## src/rtl/mips_encode_loader_pkg.sv

```systemverilog
// Shared types and opcode constants for the MIPS instruction encoder/loader.
// Field layout: op[31:26] rs[25:21] rt[20:16] rd[15:11] shamt[10:6] funct[5:0].
package mips_encode_loader_pkg;

  typedef enum logic [1:0] {
    FMT_R   = 2'd0,
    FMT_I   = 2'd1,
    FMT_J   = 2'd2,
    FMT_RSV = 2'd3
  } fmt_e;

  typedef enum logic [1:0] {
    S_IDLE = 2'd0,
    S_RUN  = 2'd1,
    S_DONE = 2'd2
  } state_e;

  localparam logic [5:0] OP_OTHER0 = 6'h00;
  localparam logic [5:0] OP_JAL    = 6'h03;
  localparam logic [5:0] OP_BEQ    = 6'h04;
  localparam logic [5:0] OP0_ADD   = 6'h20;

endpackage

```

## src/rtl/mips_encode_loader_encode.sv

```systemverilog
// Combinational field-to-word packer for R/I/J MIPS formats, plus request legality.
// Legality checking is compiled in only with ENCODE_CHECK_EN; otherwise every request is legal.
module mips_encode_loader_encode
  import mips_encode_loader_pkg::*;
(
  input  logic [1:0]  fmt,
  input  logic [5:0]  opcode,
  input  logic [5:0]  funct,
  input  logic [4:0]  rs,
  input  logic [4:0]  rt,
  input  logic [4:0]  rd,
  input  logic [25:0] imm,
  output logic [31:0] word,
  output logic        legal
);

  always_comb begin
    word = '0;
    unique case (fmt_e'(fmt))
      FMT_R:   word = {opcode, rs, rt, rd, 5'b0, funct};
      FMT_I:   word = {opcode, rs, rt, imm[15:0]};
      FMT_J:   word = {opcode, imm};
      default: word = '0;  // reserved format packs as nop
    endcase
  end

`ifdef ENCODE_CHECK_EN
  always_comb begin
    legal = 1'b0;
    if (fmt_e'(fmt) == FMT_R)
      legal = (opcode == OP_OTHER0);
    else
      legal = (fmt_e'(fmt) != FMT_RSV) && (opcode != OP_OTHER0);
  end
`else
  assign legal = 1'b1;
`endif

endmodule

```

## src/rtl/mips_encode_loader.sv

```systemverilog
// Encodes field-level instruction requests and writes them sequentially into imem via a small FIFO.
// Optional ENCODE_CHECK_EN: illegal requests are consumed without a write and raise a sticky error.
module mips_encode_loader
  import mips_encode_loader_pkg::*;
#(
  parameter int                ADDR_W     = 32,
  parameter logic [ADDR_W-1:0] BASE_ADDR  = '0,
  parameter int                FIFO_DEPTH = 4,
  parameter int                CNT_W      = 16
) (
  input  logic              clk,
  input  logic              reset,
  input  logic              start,
  input  logic [CNT_W-1:0]  n_instr,
  input  logic              in_valid,
  output logic              in_ready,
  input  logic [1:0]        in_fmt,
  input  logic [5:0]        in_opcode,
  input  logic [5:0]        in_funct,
  input  logic [4:0]        in_rs,
  input  logic [4:0]        in_rt,
  input  logic [4:0]        in_rd,
  input  logic [25:0]       in_imm,
  output logic              mem_we,
  input  logic              mem_ready,
  output logic [ADDR_W-1:0] mem_addr,
  output logic [31:0]       mem_wdata,
  output logic              busy,
  output logic              done,
  output logic              error
);

  localparam int AW = $clog2(FIFO_DEPTH);

  state_e            state, state_nxt;
  logic [CNT_W-1:0]  n_reg, acc_cnt, wr_cnt;
  logic [ADDR_W-1:0] addr_reg;
  logic [AW:0]       wr_ptr, rd_ptr;
  logic [31:0]       fifo_p1 [FIFO_DEPTH];
  logic [31:0]       enc_word_p0;
  logic              enc_legal_p0;
  logic              run, full, empty, accept, vld_p0, skip, pop, start_ok;

  // Stage p0: combinational encode of the presented request
  mips_encode_loader_encode u_encode (
    .fmt    (in_fmt),
    .opcode (in_opcode),
    .funct  (in_funct),
    .rs     (in_rs),
    .rt     (in_rt),
    .rd     (in_rd),
    .imm    (in_imm),
    .word   (enc_word_p0),
    .legal  (enc_legal_p0)
  );

  assign run      = (state == S_RUN);
  assign start_ok = start && (state != S_RUN);
  assign full     = (wr_ptr[AW] != rd_ptr[AW]) && (wr_ptr[AW-1:0] == rd_ptr[AW-1:0]);
  assign empty    = (wr_ptr == rd_ptr);
  assign in_ready = run && !full && (acc_cnt < n_reg);
  assign accept   = in_valid && in_ready;
  assign vld_p0   = accept && enc_legal_p0;
  assign skip     = accept && !enc_legal_p0;
  assign mem_we   = run && !empty;
  assign pop      = mem_we && mem_ready;

  assign mem_addr  = addr_reg;
  assign mem_wdata = fifo_p1[rd_ptr[AW-1:0]];
  assign busy      = run;
  assign done      = (state == S_DONE);

  always_ff @(posedge clk) begin
    if (reset) state <= S_IDLE;
    else       state <= state_nxt;
  end

  always_comb begin
    state_nxt = state;
    unique case (state)
      S_IDLE, S_DONE: if (start) state_nxt = S_RUN;
      S_RUN:          if (wr_cnt == n_reg) state_nxt = S_DONE;
      default:        state_nxt = S_IDLE;
    endcase
  end

  always_ff @(posedge clk) begin
    if (reset) begin
      n_reg    <= '0;
      acc_cnt  <= '0;
      wr_cnt   <= '0;
      addr_reg <= BASE_ADDR;
      wr_ptr   <= '0;
      rd_ptr   <= '0;
    end else if (start_ok) begin
      n_reg    <= n_instr;
      acc_cnt  <= '0;
      wr_cnt   <= '0;
      addr_reg <= BASE_ADDR;
      wr_ptr   <= '0;
      rd_ptr   <= '0;
    end else begin
      if (accept) acc_cnt <= acc_cnt + 1'b1;
      // skipped (illegal) requests still count toward completion
      wr_cnt <= wr_cnt + CNT_W'(pop) + CNT_W'(skip);
      if (pop) begin
        addr_reg <= addr_reg + ADDR_W'(4);
        rd_ptr   <= rd_ptr + 1'b1;
      end
      if (vld_p0) wr_ptr <= wr_ptr + 1'b1;
    end
  end

  // Stage p1: encoded word buffered; storage carries no reset
  always_ff @(posedge clk) begin
    if (vld_p0) fifo_p1[wr_ptr[AW-1:0]] <= enc_word_p0;
  end

`ifdef ENCODE_CHECK_EN
  logic err_q;
  always_ff @(posedge clk) begin
    if (reset)         err_q <= 1'b0;
    else if (start_ok) err_q <= 1'b0;
    else if (skip)     err_q <= 1'b1;
  end
  assign error = err_q;
`else
  assign error = 1'b0;
`endif

endmodule
```

## config.mk

```make
export PLATFORM = sky130hd
export DESIGN_NAME = mips_encode_loader
export DESIGN_NICKNAME = d
export VERILOG_FILES = /design/src/rtl/mips_encode_loader_pkg.sv /design/src/rtl/mips_encode_loader_encode.sv /design/src/rtl/mips_encode_loader.sv
export SDC_FILE = /design/constraint.sdc
export NUM_CORES = 1
export LEC_CHECK = 0
export CORE_UTILIZATION = 58
export DETAILED_ROUTE_END_ITERATION = 8
export MAX_ROUTING_LAYER = met4
export PLACE_DENSITY = 0.85
export SETUP_SLACK_MARGIN = 0.05
export SLEW_MARGIN = 25
export SYNTH_ARGS = -nofsm -noshare
export SYNTH_HDL_FRONTEND = slang
export SYNTH_SLANG_ARGS = --single-unit
```

## constraint.sdc

```tcl
create_clock -name clk -period 7.57 [get_ports clk]
set_clock_uncertainty 0.15 [all_clocks]
set_input_delay 1.1355 -clock clk [delete_from_list [all_inputs] [get_ports clk]]
set_output_delay 1.1355 -clock clk [all_outputs]
set_load 0.005 [all_outputs]
```

# After elaboration in Yosys (flattened, before gate mapping)
# Memories as Yosys holds them, arrays and structs flattened. A register that Yosys moved wholly into a read port is not among the register bits.
# Index checks and enable logic that the tools add are counted.
# Widths: inputs -> output; s select.
[totals]
ff_bits = 88
latchBits = 0
ramBits = 128
rom_bits = 0
in_bits = 76
elab_cells = 47
n_memories = 1
[classes]
n_addsub = 5
multipliers = 0
div = 0
magnitude_cmp = 1
eq_ne = 11
n_shift = 0
mux = 8
n_bitwise = 0
reduce_logical = 14
[mem_list]
columns = ["name", "depth", "width", "read_ports", "rd_clocked_by_memory_dff", "write_ports", "line_no", "text"]
rows = [
  ["fifo_p1", 4, 32, 1, 1, 1, "mips_encode_loader.sv:39", "logic [31:0] fifo_p1 [FIFO_DEPTH];"],
]
[ops]
columns = ["op", "count"]
rows = [
  ["$pmux 32 s3", 1],
  ["$add 32x3->32 const B", 1],
  ["$add 16x1->16", 1],
  ["$add 16x1->16 const B", 1],
  ["$eq 16x16->1", 1],
  ["$lt 16x16->1", 1],
  ["$mux 2", 4],
  ["$logic_and 1x1->1", 7],
  ["$add 3x1->3 const B", 2],
  ["$eq 2x1->1 const B", 2],
  ["$eq 2x2->1 const B", 2],
  ["$logic_not 2->1", 2],
  ["$ne 2x1->1 const B", 2],
  ["$pmux 2 s2", 1],
  ["$reduce_or 2->1", 2],
  ["$eq 3x3->1", 1],
  ["$eq 2x2->1", 1],
  ["$logic_not 1->1", 2],
  ["$mux 1", 2],
  ["$ne 2x2->1 const B", 1],
  ["$reduce_and 2->1", 1],
  ["$ne 1x1->1", 1],
]

# Logic depth before layout (Yosys ltp)
[depth]
ltp_word = 8
mapped_depth = 10
depth_no_buf = 9

# Hierarchy
# A second synthesis with hierarchy kept.
[hier_totals]
hier_cells = 748
hier_area_um2 = 9474.1
[modules_own_cells]
columns = ["module", "instances", "cells_per_inst", "area_per_inst_um2", "seq_area_each_um2"]
rows = [
  ["mips_encode_loader", 1, 693, 9019.9, 5605.4],
  ["mips_encode_loader_encode", 1, 55, 454.2, 0.0],
]

# Worst setup path after synthesis
# Ideal clock, no wire load.
[synth_timing]
path_type = "input-to-reg"
from = "input port mem_ready"
to = "register wr_cnt[12]"
setup_ns = 0.070
t_arrival_ns = 2.992
t_required_ns = 7.350
slack_ns = 4.357
stages = 10
path_buffers = 1
path_cell_list = "inv_1 -> a311oi_1 -> buf_2 -> ha_1 -> ha_1 -> nand2_1 -> nor2_1 -> nand3_1 -> or3_1 -> a21oi_1"
[synth_via]
elab_chain_len = 2
[synth_rtl]
columns = ["item", "line_no", "text"]
rows = [
  ["start: declaration", "mips_encode_loader.sv:25", "input logic mem_ready,"],
  ["$logic_and 1x1->1", "mips_encode_loader.sv:66", "assign pop = mem_we && mem_ready;"],
  ["$add 16x1->16", "mips_encode_loader.sv:105", "wr_cnt <= wr_cnt + CNT_W'(pop) + CNT_W'(skip);"],
  ["end signal: assignment", "mips_encode_loader.sv:105", ""],
  ["end: declaration", "mips_encode_loader.sv:36", "logic [CNT_W-1:0] n_reg, acc_cnt, wr_cnt;"],
]
# Every way passes these cells.
# A chain may end at the register's enable or synchronous reset.

# Worst setup path after layout
[layout_timing]
from = "register acc_cnt[2]"
to = "output port in_ready"
[layout_via]
elab_chain_len = 2
[layout_rtl]
columns = ["item", "line_no", "text"]
rows = [
  ["start: declaration", "mips_encode_loader.sv:36", ""],
  ["start signal: assignment", "mips_encode_loader.sv:103", "if (accept) acc_cnt <= acc_cnt + 1'b1;"],
  ["$lt 16x16->1", "mips_encode_loader.sv:61", "assign in_ready = run && !full && (acc_cnt < n_reg);"],
  ["$logic_and 1x1->1", "mips_encode_loader.sv:61", ""],
  ["end: declaration", "mips_encode_loader.sv:16", "output logic in_ready,"],
]
# Every way passes these cells.

==> results by group <==
Outcome
  • Status: completed

Global routing
  • Global-route wire length before repair: 32200 um
  • Met2 Use GR: 0.443
  • Antenna violations before repair: 0
  • Grt peak-use layer: met2
  • GR Layer Usage met1: 0.306
  • Largest net degree at the start of global routing: 49
  • Routing usage on met3: 0.0381
  • GRT overflow: 0
  • Number of global-route vias before repair: 6325
  • Total GRT Usage: 0.254

Drt
  • DR vias: 6603
  • DRC marker count from the first detailed-route iteration: 571
  • Vias per inst: 5.69
  • Routed WL: 20900 um
  • Routed wire per std cell: ~18 um
  • Post-detailed-route DRC marker count: 0
  • DRT Pass-1 Iters: 5
  • Routed Antenna Nets: 0

Pwr
  • Int Power: 2.05 mW
  • Net Switching: about 560 uW
  • Overall power: 2.61 mW
  • Sw Share: 0.214
  • Static leakage: slightly above 4 nW
  • Sequential power share: 0.490
  • Peak VDD IR: between 0.2 and 0.25 mV
  • Clock share of power: 0.440
  • Logic pwr share: 0.070
  • Cell Pwr Density: 220 mW/mm^2

Clocking
  • CTS root buf: clkbuf_16
  • CTS buffer count: 22
  • CTS tree: yes
  • Post-CTS Setup Bufs: 0
  • CTS Hold Bufs: 0
  • CTS max path bufs: 3
  • Worst-Skew Late Latency: 0.49 ns
  • Post-CTS Resized: 0
  • H-tree depth: 1
  • Clock sinks: roughly 220
  • CTS clk-pin slew, worst paths: 0.06 ns

Worst setup path
  • CP cell instances: ha_1 > a211oi_1 > o21ai_0 > a211oi_1 > o21ai_2 > buf_4 > inv_1 > clkdlybuf4s50_1
  • Crit-path max cell delay: 0.61 ns
  • Worst reg-to-reg path cell count: 9
  • Kind of critical path: register to primary output
  • Critical Path RT: 6.28 ns
  • Register-to-register setup slack: about 4.3 ns
  • CP max stage cell: clkdlybuf4s50_1
  • Arr. time, crit path: 3.21 ns
  • Endpoint class of the critical path: primary output
  • Critical R2R Capture: fifo_p1[3][27]$_DFFE_PP_
  • Critical Path Most Common Cell: a211oi_1
  • Origin of the critical flop-to-flop path: acc_cnt[2]$_SDFFE_PP0P_
  • Crit Path Max Fanout: 26
  • Startpoint Class: register

Timing
  • Final Hold Viols: 0
  • Relative slew slack: 0.363
  • Worst slew pin tran: around 0.95 ns
  • Final setup fails: 0
  • Period Utilization, post-route: 0.593
  • RSZ-0062 raised after global routing: no
  • Final Max Tran Viols: 0
  • Max frequency: about 220 MHz
  • Setup_tns: 0 ns
  • Final min period: 4.49 ns

Synth
  • Synth unique cells: 49
  • Yosys reg bits: 216
  • Syn Area/Cell: 12.1 um^2
  • Number of synthesized flops with an enable pin: 128
  • Top FF cell, synth: edfxtp_1
  • Async set or reset register ratio after synthesis: 0
  • Post-Synthesis Cell Area: 0.00948 mm^2
  • Mapped Cells: just under 800
  • Count of warnings emitted by yosys: 0
  • Register area share after synthesis: 0.591

Floorplan
  • Core Area: ~0.016 mm^2
  • Placement row count: 46
  • Io pins: around 150
  • Die Y-Extent: 130 um
  • Die area: 0.0169 mm^2
  • Initial Util: 0.595
  • Chip width: about 130 um

Min path
  • WHS Endpoint: n_reg[13]$_SDFFE_PP0P_
  • Hold crit path type: register to register
  • Hold path startpoint: n_reg[13]$_SDFFE_PP0P_
  • WHS Path Cells: 2

Final layout
  • Largest register FFs: roughly 130
  • Fin util: 0.745
  • Antenna Cells: 0
  • Reg area: between 0.005 and 0.006 mm^2
  • Share of cells above drive strength 1: 0.0975
  • P&R area growth vs syn: 25.3%
  • Layout Cells excl Fill: approximately 1200
  • Footprint of the multi-input gates: 0.00358 mm^2
  • Layout Nets: 1028
  • # fillers: 1068

Placement
  • I/O Buffers: 141
  • Hpwl dp: 13500 um
  • Gp weighted congestion: 0.845
  • Inst Count DP: 1120

Job
  • Max Cap Viol: 0
cells in the final DEF, fill, tap and decap left out, drive strengths merged, types with 32 or more instances in the layout:
| master | netlist | layout |
|---|---|---|
| edfxtp | 128 | 128 |
| clkdlybuf4s50 | 0 | 141 |
| inv | 38 | 38 |
| nor2 | 56 | 56 |
| dfxtp | 88 | 88 |
| a21oi | 43 | 43 |
| o21ai | 39 | 39 |
| xor2 | 33 | 33 |
| mux4 | 32 | 32 |
| nand2 | 85 | 85 |
synthesized netlist by cell type, drive strengths merged (10+ instances only):
master | n | area share
nand2 | 85 | 0.034
buf | 16 | 0.0092
a21oi | 43 | 0.023
mux4 | 32 | 0.076
and2 | 14 | 0.0092
or3 | 11 | 0.0073
nor3 | 10 | 0.0058
and3 | 12 | 0.0079
nor2 | 56 | 0.022
nand4 | 18 | 0.012
xor2 | 33 | 0.030
clkbuf | 21 | 0.0083
ha | 24 | 0.032
inv | 38 | 0.015
nand3 | 23 | 0.012
xnor2 | 23 | 0.022
edfxtp | 128 | 0.41
mux2i | 14 | 0.015
dfxtp | 88 | 0.19
o21ai | 39 | 0.021
area by class of cell:
cell class                 instances  area share
sequential                       216       0.472
tap                              216      0.0227
timing repair buffer             153       0.126
inverter                          38      0.0120
clock buffer                      24      0.0488
clock inverter                    16      0.0168
multi-input combinational        497       0.301
cells by family after synthesis:
group,count (synthesis),synth area share
other,1,0.000396
muxes,46,0.0908
adders and majority gates,24,0.0317
DFF,216,0.591
AOI/OAI and AO/OA,109,0.0668
xor gates and xnor gates,56,0.0525
buffers and inverters,75,0.0326
and+or+nand+nor,259,0.134
routing by layer:
layer	part of all wire	wire (um)
met1	0.41	8520
met2	0.51	10600
met3	0.062	1290
met4	0.026	539
met5	0	0
stage by stage:
step,worst slack (ns),instance area (um^2),hold slack [ns]
after floorplan,4.36,9490,0.306
after global placement,3.67,11100,0.320
after detailed placement,3.63,11100,0.324
after CTS,3.09,11900,0.332
after global routing,2.89,11900,0.353
final,3.08,11900,0.334
power by group through the flow:
stage	logic (mW)	registers [mW]	clock network (mW)
2_1_floorplan	0.0923	1.30	0
3_3_place_gp	0.176	1.30	0
3_5_place_dp	0.181	1.30	0
4_1_cts	0.183	1.28	1.17
5_1_grt	0.200	1.28	1.21
6_report	0.183	1.28	1.15
critical path, delay by kind of cell (launching register included):
kind / cells / cell delay, ns
fa+ha+maj: 1 / 0.31
compound gates: 4 / 0.69
flops: 1 / 0.51
buf+inv: 3 / 1.20
worst max-delay path by stage:
stage	startpoint	end	slack [ns]
after floorplan	mem_ready	wr_cnt[12]$_SDFF_PP0_	4.36
after global placement	acc_cnt[2]$_SDFFE_PP0P_	in_ready	3.67
after detailed placement	acc_cnt[2]$_SDFFE_PP0P_	in_ready	3.63
after CTS	acc_cnt[2]$_SDFFE_PP0P_	in_ready	3.09
after global routing	acc_cnt[2]$_SDFFE_PP0P_	in_ready	2.89
final	acc_cnt[2]$_SDFFE_PP0P_	in_ready	3.08
No activity file was read; power rests on OpenSTA's default activity.
